[src/rtl/stepper_phase_decoder.sv]
// -----------------------------------------------------------------------------
// stepper_phase_decoder
//   Monitor-side decoder for a 4-phase one-hot stepper coil bus. It recovers the
//   step direction and a wrapping signed position count. It flags illegal phase
//   patterns (multi-hot, opposite coil or skipped step) and stalls.
//
//   Ports
//     clk        : rising-edge clock
//     rst        : synchronous active-high reset
//     phase[3:0] : coil phase bus, forward order 1000->0100->0010->0001->1000
//     pos        : position count, +1 forward / -1 reverse, wraps mod 2^POS_W
//     dir        : direction of last accepted step (1 = forward)
//     step_pulse : one-cycle pulse per accepted step
//     locked     : tracking a valid phase sequence
//     err        : illegal phase pattern seen; held until the bus returns to 0000
//     stalled    : locked with no step for at least STALL_CYCLES cycles
//
//   The phase bus is registered once before any decision is made, so an input
//   change shows up on the outputs two rising edges later.
// -----------------------------------------------------------------------------
module stepper_phase_decoder #(
   parameter int POS_W        = 8,
   parameter int STALL_CYCLES = 16
) (
   input  logic             clk,
   input  logic             rst,
   input  logic [3:0]       phase,
   output logic [POS_W-1:0] pos,
   output logic             dir,
   output logic             step_pulse,
   output logic             locked,
   output logic             err,
   output logic             stalled
);

   localparam int CNT_W = $clog2(STALL_CYCLES + 1);
   localparam logic [CNT_W-1:0] STALL_MAX = CNT_W'(STALL_CYCLES);

   typedef enum logic [1:0] {
      IDLE   = 2'd0,
      LOCKED = 2'd1,
      FAULT  = 2'd2
   } state_t;

   state_t           state;
   logic [3:0]       phase_q;
   logic [3:0]       prev;
   logic [CNT_W-1:0] stall_cnt;

   // Forward is a rotate right of the one-hot pattern; reverse is a rotate left.
   function automatic logic [3:0] fwd(input logic [3:0] p);
      return {p[0], p[3:1]};
   endfunction

   function automatic logic [3:0] rev(input logic [3:0] p);
      return {p[2:0], p[3]};
   endfunction

   function automatic logic onehot(input logic [3:0] p);
      return (p != 4'b0000) && ((p & (p - 4'd1)) == 4'b0000);
   endfunction

   always_ff @(posedge clk) begin
      if (rst) begin
         // Any phase sample in flight is dropped along with the rest of the state.
         phase_q    <= 4'b0000;
         prev       <= 4'b0000;
         state      <= IDLE;
         pos        <= '0;
         dir        <= 1'b1;
         step_pulse <= 1'b0;
         locked     <= 1'b0;
         err        <= 1'b0;
         stall_cnt  <= '0;
      end else begin
         phase_q    <= phase;
         step_pulse <= 1'b0;
         case (state)
            IDLE: begin
               if (phase_q == 4'b0000) begin
                  state <= IDLE;
               end else if (onehot(phase_q)) begin
                  // The first valid coil only sets the reference. No step is counted.
                  state     <= LOCKED;
                  locked    <= 1'b1;
                  prev      <= phase_q;
                  stall_cnt <= '0;
               end else begin
                  state <= FAULT;
                  err   <= 1'b1;
               end
            end
            LOCKED: begin
               if (phase_q == prev) begin
                  if (stall_cnt < STALL_MAX) stall_cnt <= stall_cnt + 1'b1;
               end else if (phase_q == fwd(prev)) begin
                  pos        <= pos + 1'b1;
                  dir        <= 1'b1;
                  step_pulse <= 1'b1;
                  prev       <= phase_q;
                  stall_cnt  <= '0;
               end else if (phase_q == rev(prev)) begin
                  pos        <= pos - 1'b1;
                  dir        <= 1'b0;
                  step_pulse <= 1'b1;
                  prev       <= phase_q;
                  stall_cnt  <= '0;
               end else if (phase_q == 4'b0000) begin
                  // The driver has gone back to reset. Relock on the next valid coil.
                  state     <= IDLE;
                  locked    <= 1'b0;
                  stall_cnt <= '0;
               end else begin
                  // Opposite coil or multi-hot: a skipped step or a bus fault.
                  state     <= FAULT;
                  locked    <= 1'b0;
                  err       <= 1'b1;
                  stall_cnt <= '0;
               end
            end
            FAULT: begin
               if (phase_q == 4'b0000) begin
                  state <= IDLE;
                  err   <= 1'b0;
               end
            end
            default: begin
               state     <= IDLE;
               locked    <= 1'b0;
               err       <= 1'b0;
               stall_cnt <= '0;
            end
         endcase
      end
   end

   // stall_cnt is held at zero outside LOCKED, so stalled drops on a step
   // and whenever the decoder leaves LOCKED.
   assign stalled = locked && (stall_cnt >= STALL_MAX);

endmodule

[config.mk]
export PLATFORM = sky130hd
export DESIGN_NAME = stepper_phase_decoder
export DESIGN_NICKNAME = d
export VERILOG_FILES = /design/src/rtl/stepper_phase_decoder.sv
export SDC_FILE = /design/constraint.sdc
export NUM_CORES = 1
export LEC_CHECK = 0
export CORE_MARGIN = 2
export CORE_UTILIZATION = 34
export CTS_CLUSTER_DIAMETER = 40
export DETAILED_ROUTE_END_ITERATION = 12
export PLACE_DENSITY = 0.49
export REMOVE_ABC_BUFFERS = 1
export SETUP_SLACK_MARGIN = 0.15
export SYNTH_ARGS = -nofsm -noshare
export SYNTH_HDL_FRONTEND = slang
export SYNTH_SLANG_ARGS = --single-unit
[constraint.sdc]
create_clock -name clk -period 3.15 [get_ports clk]
set_clock_uncertainty 0.05 [all_clocks]
set_input_delay 0.63 -clock clk [delete_from_list [all_inputs] [get_ports clk]]
set_output_delay 0.63 -clock clk [all_outputs]
set_load 0.05 [all_outputs]
==> results of run 1 <==
==> cell families (layout without fill, tap and decap cells) <==
kind of cell / count (synthesis) / after routing / share of synthesized area
adder cells (fa/ha/maj): 9 / 9 / 0.0737
AND/OR/NAND/NOR: 67 / 67 / 0.219
AO/OA/AOI/OAI: 40 / 40 / 0.182
buffers and inverters: 16 / 32 / 0.0509
XOR/XNOR: 18 / 18 / 0.0987
flip-flops: 27 / 27 / 0.339
multiplexers: 6 / 6 / 0.0376
==> path summary, 6_finish.rpt <==
path              slack (ns)     end  cells past startpoint
setup / recovery        0.38  pos[7]                      9
hold / removal          0.45  pos[5]                      2
setup reg to reg        0.38  pos[7]                      9
hold reg to reg         0.45  pos[5]                      2
==> state kept, by name, indices dropped and copies added (netlist names) <==
| name | count |
|---|---|
| prev | 4 |
| pos | 8 |
| step_pulse | 1 |
| dir | 1 |
| phase_q | 4 |
| locked | 1 |
| state | 2 |
| err | 1 |
| stall_cnt | 5 |
==> metal layers <==
layer	global-route usage	wire, um	up-vias
met5	0	0	-
met4	0.0432	36	0
met3	0.0250	72	4
met2	0.246	1670	12
met1	0.185	1710	622
li1	-	-	688
==> Yosys cell counts, types with 2 or more instances <==
| master | count |
|---|---|
| buf_2 | 2 |
| dfxtp_1 | 27 |
| a31oi_1 | 2 |
| xnor2_1 | 12 |
| a211oi_1 | 6 |
| clkbuf_1 | 3 |
| nand3_1 | 3 |
| and3_1 | 2 |
| nor3b_1 | 4 |
| nor2b_1 | 5 |
| nor2_1 | 14 |
| nand4_1 | 3 |
| o31ai_1 | 2 |
| xor2_1 | 6 |
| buf_6 | 2 |
| mux2i_1 | 6 |
| a21o_1 | 3 |
| nand2_1 | 19 |
| a21oi_1 | 6 |
| nor3_1 | 5 |
| nand2b_1 | 2 |
| ha_1 | 7 |
| a41oi_1 | 2 |
| o21ai_0 | 6 |
| inv_1 | 6 |
| inv_2 | 2 |
==> tightest hold or removal path, cell delays in order (launching register included) <==
cell     delay [ns]
dfxtp_1        0.34
nand2_1        0.06
o22ai_1        0.06
==> power groups by stage <==
stage,Combinational [mW],Clock (mW),Sequential (mW)
6_report,0.406,0.203,0.414
5_1_grt,0.447,0.222,0.420
4_1_cts,0.406,0.217,0.414
3_5_place_dp,0.404,0,0.421
3_3_place_gp,0.400,0,0.420
2_1_floorplan,0.240,0,0.477
==> final cells by class <==
class / count / area share
timing repair buffer: 20 / 0.105
multi-input combinational: 140 / 0.525
tap: 52 / 0.0351
clock buffer: 4 / 0.0243
inverter: 8 / 0.0162
sequential: 27 / 0.294
==> per-stage QoR <==
stage          hold WS [ns]  utilization  cell area [um^2]  power, mW  worst slack, ns
2_1_floorplan         0.403            -              1550      0.717            0.523
3_3_place_gp          0.425        0.406              1810      0.820            0.354
3_5_place_dp          0.441        0.406              1810      0.825            0.283
4_1_cts               0.458        0.416              1850       1.04            0.265
5_1_grt               0.492        0.418              1860       1.09            0.161
6_report              0.452        0.418              1860       1.02            0.375
==> results.ini, run 1 <==
[run_status]
status = finished clean

[clock_network]
cts_buffers = 3
clkTransAtPathRegs_ns = 0.10
worstSkewPairLatency_ns = 0.27
htree_num_levels = 1
clock-root-buffer = clkbuf_8
post_cts_resized = 0
ctsHoldBuffers = 0
cts_tree = done
cts_buffer_depth = 2
cts_sinks = 27
postCtsSetupBuffers = 0

[synth]
ys_ff_latch = 27
syn-cell-area_um2 = 1600
yosysTopAreaCellShare = 0.339
yosysWarnings = 0
syn_avg_cell_area_um2 = 8.72
synth_edf_count = 0
synth_cells = 183
ys.flop_type = dfxtp_1
yosysSeqAreaShare = 0.339
synthArstFlopShare = 0
synth_cell_types = 52
synthTopCellsByArea = dfxtp_1, xnor2_1, ha_1, nand2_1, mux2i_1
synth_top_area_cell = dfxtp_1

[power]
p_leak_nw = 0.711
intPower_mw = 0.627
sw_frac_of_total = 0.387
p_per_area_nw_per_um2 = 552
switchingPower_mw = 0.396
seq_power_share = 0.404
pwr-share-comb = 0.397
power_frac_clock = 0.199
peakVddDrop_mv = 0.184

[final_layout]
final_cell_mix = dfxtp_1, nand2_1, clkdlybuf4s50_1, nor2_1, xnor2_1
diodes = 0
area_growth_pct = 16.2
nNetsFinal = 214
drive_gt1_frac = 0.0754
multi_input_area_um2 = 975
stdcell_count = 251
mostFrequentLayoutCell = dfxtp_1
nFillCells = 458
seqCellArea_um2 = 546

[min_path]
hold_path_class = flip-flop to flip-flop
worstHoldStart = pos[5]

[floorplanning]
die_h_um = 72.5
die_w_um = 72.5
coreArea_um2 = 4440
ios = 19
initial_core_util = 0.359
dieArea_um2 = 5260
placementRows = 24

[worst_setup_path]
cpMaxStageDelayCell = or4_1
arrival_ns = 2.91
cp-start-kind = flip-flop
path_cells = xor2_1 > nor4_2 > inv_2 > ha_1 > a21oi_1 > a211oi_1 > or4_1 > o221a_1 > o311ai_1
reg2reg_from = phase_q[2]
startpoint = phase_q[2]
critPathCaptureType = flip-flop
critPathMaxStageDelay_ns = 0.50
critPathKind = flip-flop to flip-flop
cp_max_fo = 14
cp_top_family = simple AND/OR/NAND/NOR gates
worstPathRequired_ns = 3.28
crit_buf_inv = 1

[timing]
hold_viol_final = 0
slew_headroom = 0.620
drv_slew = 0
setup_viol = 0
period_share = 0.881
fin_crit_ns = 2.77
rsz0062_at_grt = no
tightest_slew_ns = 0.566
fmax_ghz = 0.360
fin_setup_tns_ns = 0

[place]
gp_congestion = 0.809
hpwl_mm = 2.57
dpl.cell_count = 247
portBuffers = 18

[global_routing]
grt_overflow = 0
grt_max_degree = 19
first_global_vias = 1320
grt_pass1_wl_mm = 6.05
grtUsageTotal = 0.144
antenna_found_initial = 0

[route]
routed_wl_mm = 3.49
ant_nets = 0
drcViolationCount = 0
first_pass_iters = 4
viasPerCell = 5.28
wl_per_cell_um = 13.9
vias = 1326
drt-initial-drc-count = 55

[flow_run]
cap_violations = 0

(Power assumes the default switching activity.)
==> run 2, diff against run 1 <==
--- a/config.mk
+++ b/config.mk
@@ -9,9 +9,9 @@
 export CORE_UTILIZATION = 34
 export CTS_CLUSTER_DIAMETER = 40
 export DETAILED_ROUTE_END_ITERATION = 12
-export PLACE_DENSITY = 0.49
 export REMOVE_ABC_BUFFERS = 1
 export SETUP_SLACK_MARGIN = 0.15
+export SKIP_CTS_REPAIR_TIMING = 1
 export SYNTH_ARGS = -nofsm -noshare
 export SYNTH_HDL_FRONTEND = slang
 export SYNTH_SLANG_ARGS = --single-unit
==> constraint.sdc (replaced) <==
create_clock -name clk -period 3.14 [get_ports clk]
set_clock_uncertainty 0.05 [all_clocks]
set_input_delay 0.628 -clock clk [delete_from_list [all_inputs] [get_ports clk]]
set_output_delay 0.628 -clock clk [all_outputs]
set_load 0.05 [all_outputs]
==> run 2 against run 1 <==
Setup slack improved by 0.059 ns. First-iteration DRC count decreased by 18%. Clock power decreased by 5%. Sequential cell count unchanged. Global-route usage decreased by 1.7 points. Register-to-register slack improved by 0.06 ns. Combinational power increased by 1%. Sequential share of layout area decreased by 0.30 points. Die area unchanged.
==> results.ini, run 2 (synthesis gave the netlist of run 1 again) <==
[run_status]
status = finished clean

[place]
placed_area_um2 = 1810
gp_congestion = 0.812
hpwl_mm = 2.31
portBuffers = 18

[final_layout]
regMostFlops = pos
area_growth_pct = 17.2
drive_gt1_frac = 0.0750
nNetsFinal = 215
stdcell_area_um2 = 1870
nFillCells = 471
final_cell_mix = dfxtp_1, nand2_1, clkdlybuf4s50_1, nor2_1, xnor2_1
mostFrequentLayoutCell = dfxtp_1
largest_register_ffs = 8
top_regs = pos (8), stall_cnt (5)
diodes = 0

[clock_network]
cts_buffers = 3
htree_num_levels = 1
clock-root-buffer = clkbuf_8
clkTransAtPathRegs_ns = 0.09
cts_buffer_depth = 2
worstSkewPairLatency_ns = 0.27
cts_sinks = 27
cts_tree = done

[worst_setup_path]
arrival_ns = 2.84
reg2reg_depth = 9
r2r_end = pos[7]
r2r_setup_slack_ns = 0.43
critPathKind = flip-flop to flip-flop
critPathCaptureType = flip-flop
reg2reg_from = prev[3]
cp_max_fo = 14
worstPathRequired_ns = 3.27
cp-start-kind = flip-flop

[min_path]
worstHoldStart = stall_cnt[1]
holdPathStages = 2
min_to = stall_cnt[1]
hold_path_class = flip-flop to flip-flop

[floorplanning]
initial_core_util = 0.359
dieArea_um2 = 5260
ios = 19
die_w_um = 72.5
placementRows = 24
die_h_um = 72.5
coreArea_um2 = 4440

[timing]
hold_viol_final = 0
fmax_ghz = 0.370
drv_slew = 0
fin_setup_tns_ns = 0
period_share = 0.862
setup_viol = 0
fin_crit_ns = 2.71
slew_headroom = 0.658
rsz0062_at_grt = no
tightest_slew_ns = 0.509

[route]
first_pass_iters = 4
drcViolationCount = 0
viasPerCell = 5.10
routed_wl_mm = 3.22
vias = 1284
drt-initial-drc-count = 45
wl_per_cell_um = 12.8
ant_nets = 0

[global_routing]
grt_max_degree = 19
grtUsageTotal = 0.127
grt_pass1_wl_mm = 5.39
first_global_vias = 1198
antenna_found_initial = 0
grt_overflow = 0

[flow_run]
cap_violations = 0

[power]
p_leak_nw = 0.717
peakVddDrop_mv = 0.401
p_per_area_nw_per_um2 = 543

## run 2: changes by cell type in the layout (fill, tap and decap cells not counted)
cell,before,now
buf_4,2,3
dfxtp_1,23,24
dfxtp_2,4,3
nor4_2,1,0
nor4_4,0,1
## run 2: worst max-delay path by stage
| stage | end | cells past startpoint | start | slack (ns) |
|---|---|---|---|---|
| floorplan | pos[7] | 9 | phase_q[2] | 0.51 |
| global placement | pos[7] | 9 | phase_q[2] | 0.36 |
| detailed placement | pos[7] | 9 | phase_q[2] | 0.30 |
| CTS | pos[7] | 9 | phase_q[2] | 0.26 |
| global route | pos[7] | 9 | prev[3] | 0.22 |
| finish | pos[7] | 9 | prev[3] | 0.43 |
## run 2: layout make-up
cell class              count  area [um^2]  share of cell area
inverters                   8         30.0              0.0161
well taps                  52         65.1              0.0348
repair buffers             21          203               0.108
multi-input cells         140          983               0.526
flip-flops and latches     27          544               0.291
clock buffers               4         45.0              0.0241
## run 2: where the power goes
part           internal [mW]  total [mW]  switching, mW
logic                  0.166       0.410          0.244
registers              0.375       0.412         0.0373
clock network         0.0907       0.193          0.102
## run 2: critical path, cell delays in order (launching register included)
cell      delay, ns
dfxtp_1        0.37
xor2_1         0.20
nor4_4         0.35
inv_2          0.20
ha_1           0.39
a21oi_1        0.24
a211oi_1       0.12
or4_1          0.50
o221a_1        0.13
o311ai_1       0.06
## run 2: metal layers
layer | vias to the layer above | track usage | routed length (um)
met5 | - | 0 | 0
met4 | 0 | 0.0185 | 17
met3 | 2 | 0.0292 | 78
met2 | 17 | 0.210 | 1480
met1 | 576 | 0.173 | 1650
li1 | 689 | - | -
## run 2: metrics by stage
| step | util | hold WS, ns | setup WS (ns) | instances | power, mW |
|---|---|---|---|---|---|
| floorplan | - | 0.403 | 0.513 | 175 | 0.719 |
| global placement | 0.408 | 0.431 | 0.361 | 248 | 0.821 |
| detailed placement | 0.408 | 0.435 | 0.305 | 248 | 0.821 |
| CTS | 0.418 | 0.447 | 0.261 | 252 | 1.02 |
| global route | 0.421 | 0.468 | 0.218 | 252 | 1.09 |
| finish | 0.421 | 0.443 | 0.435 | 252 | 1.01 |
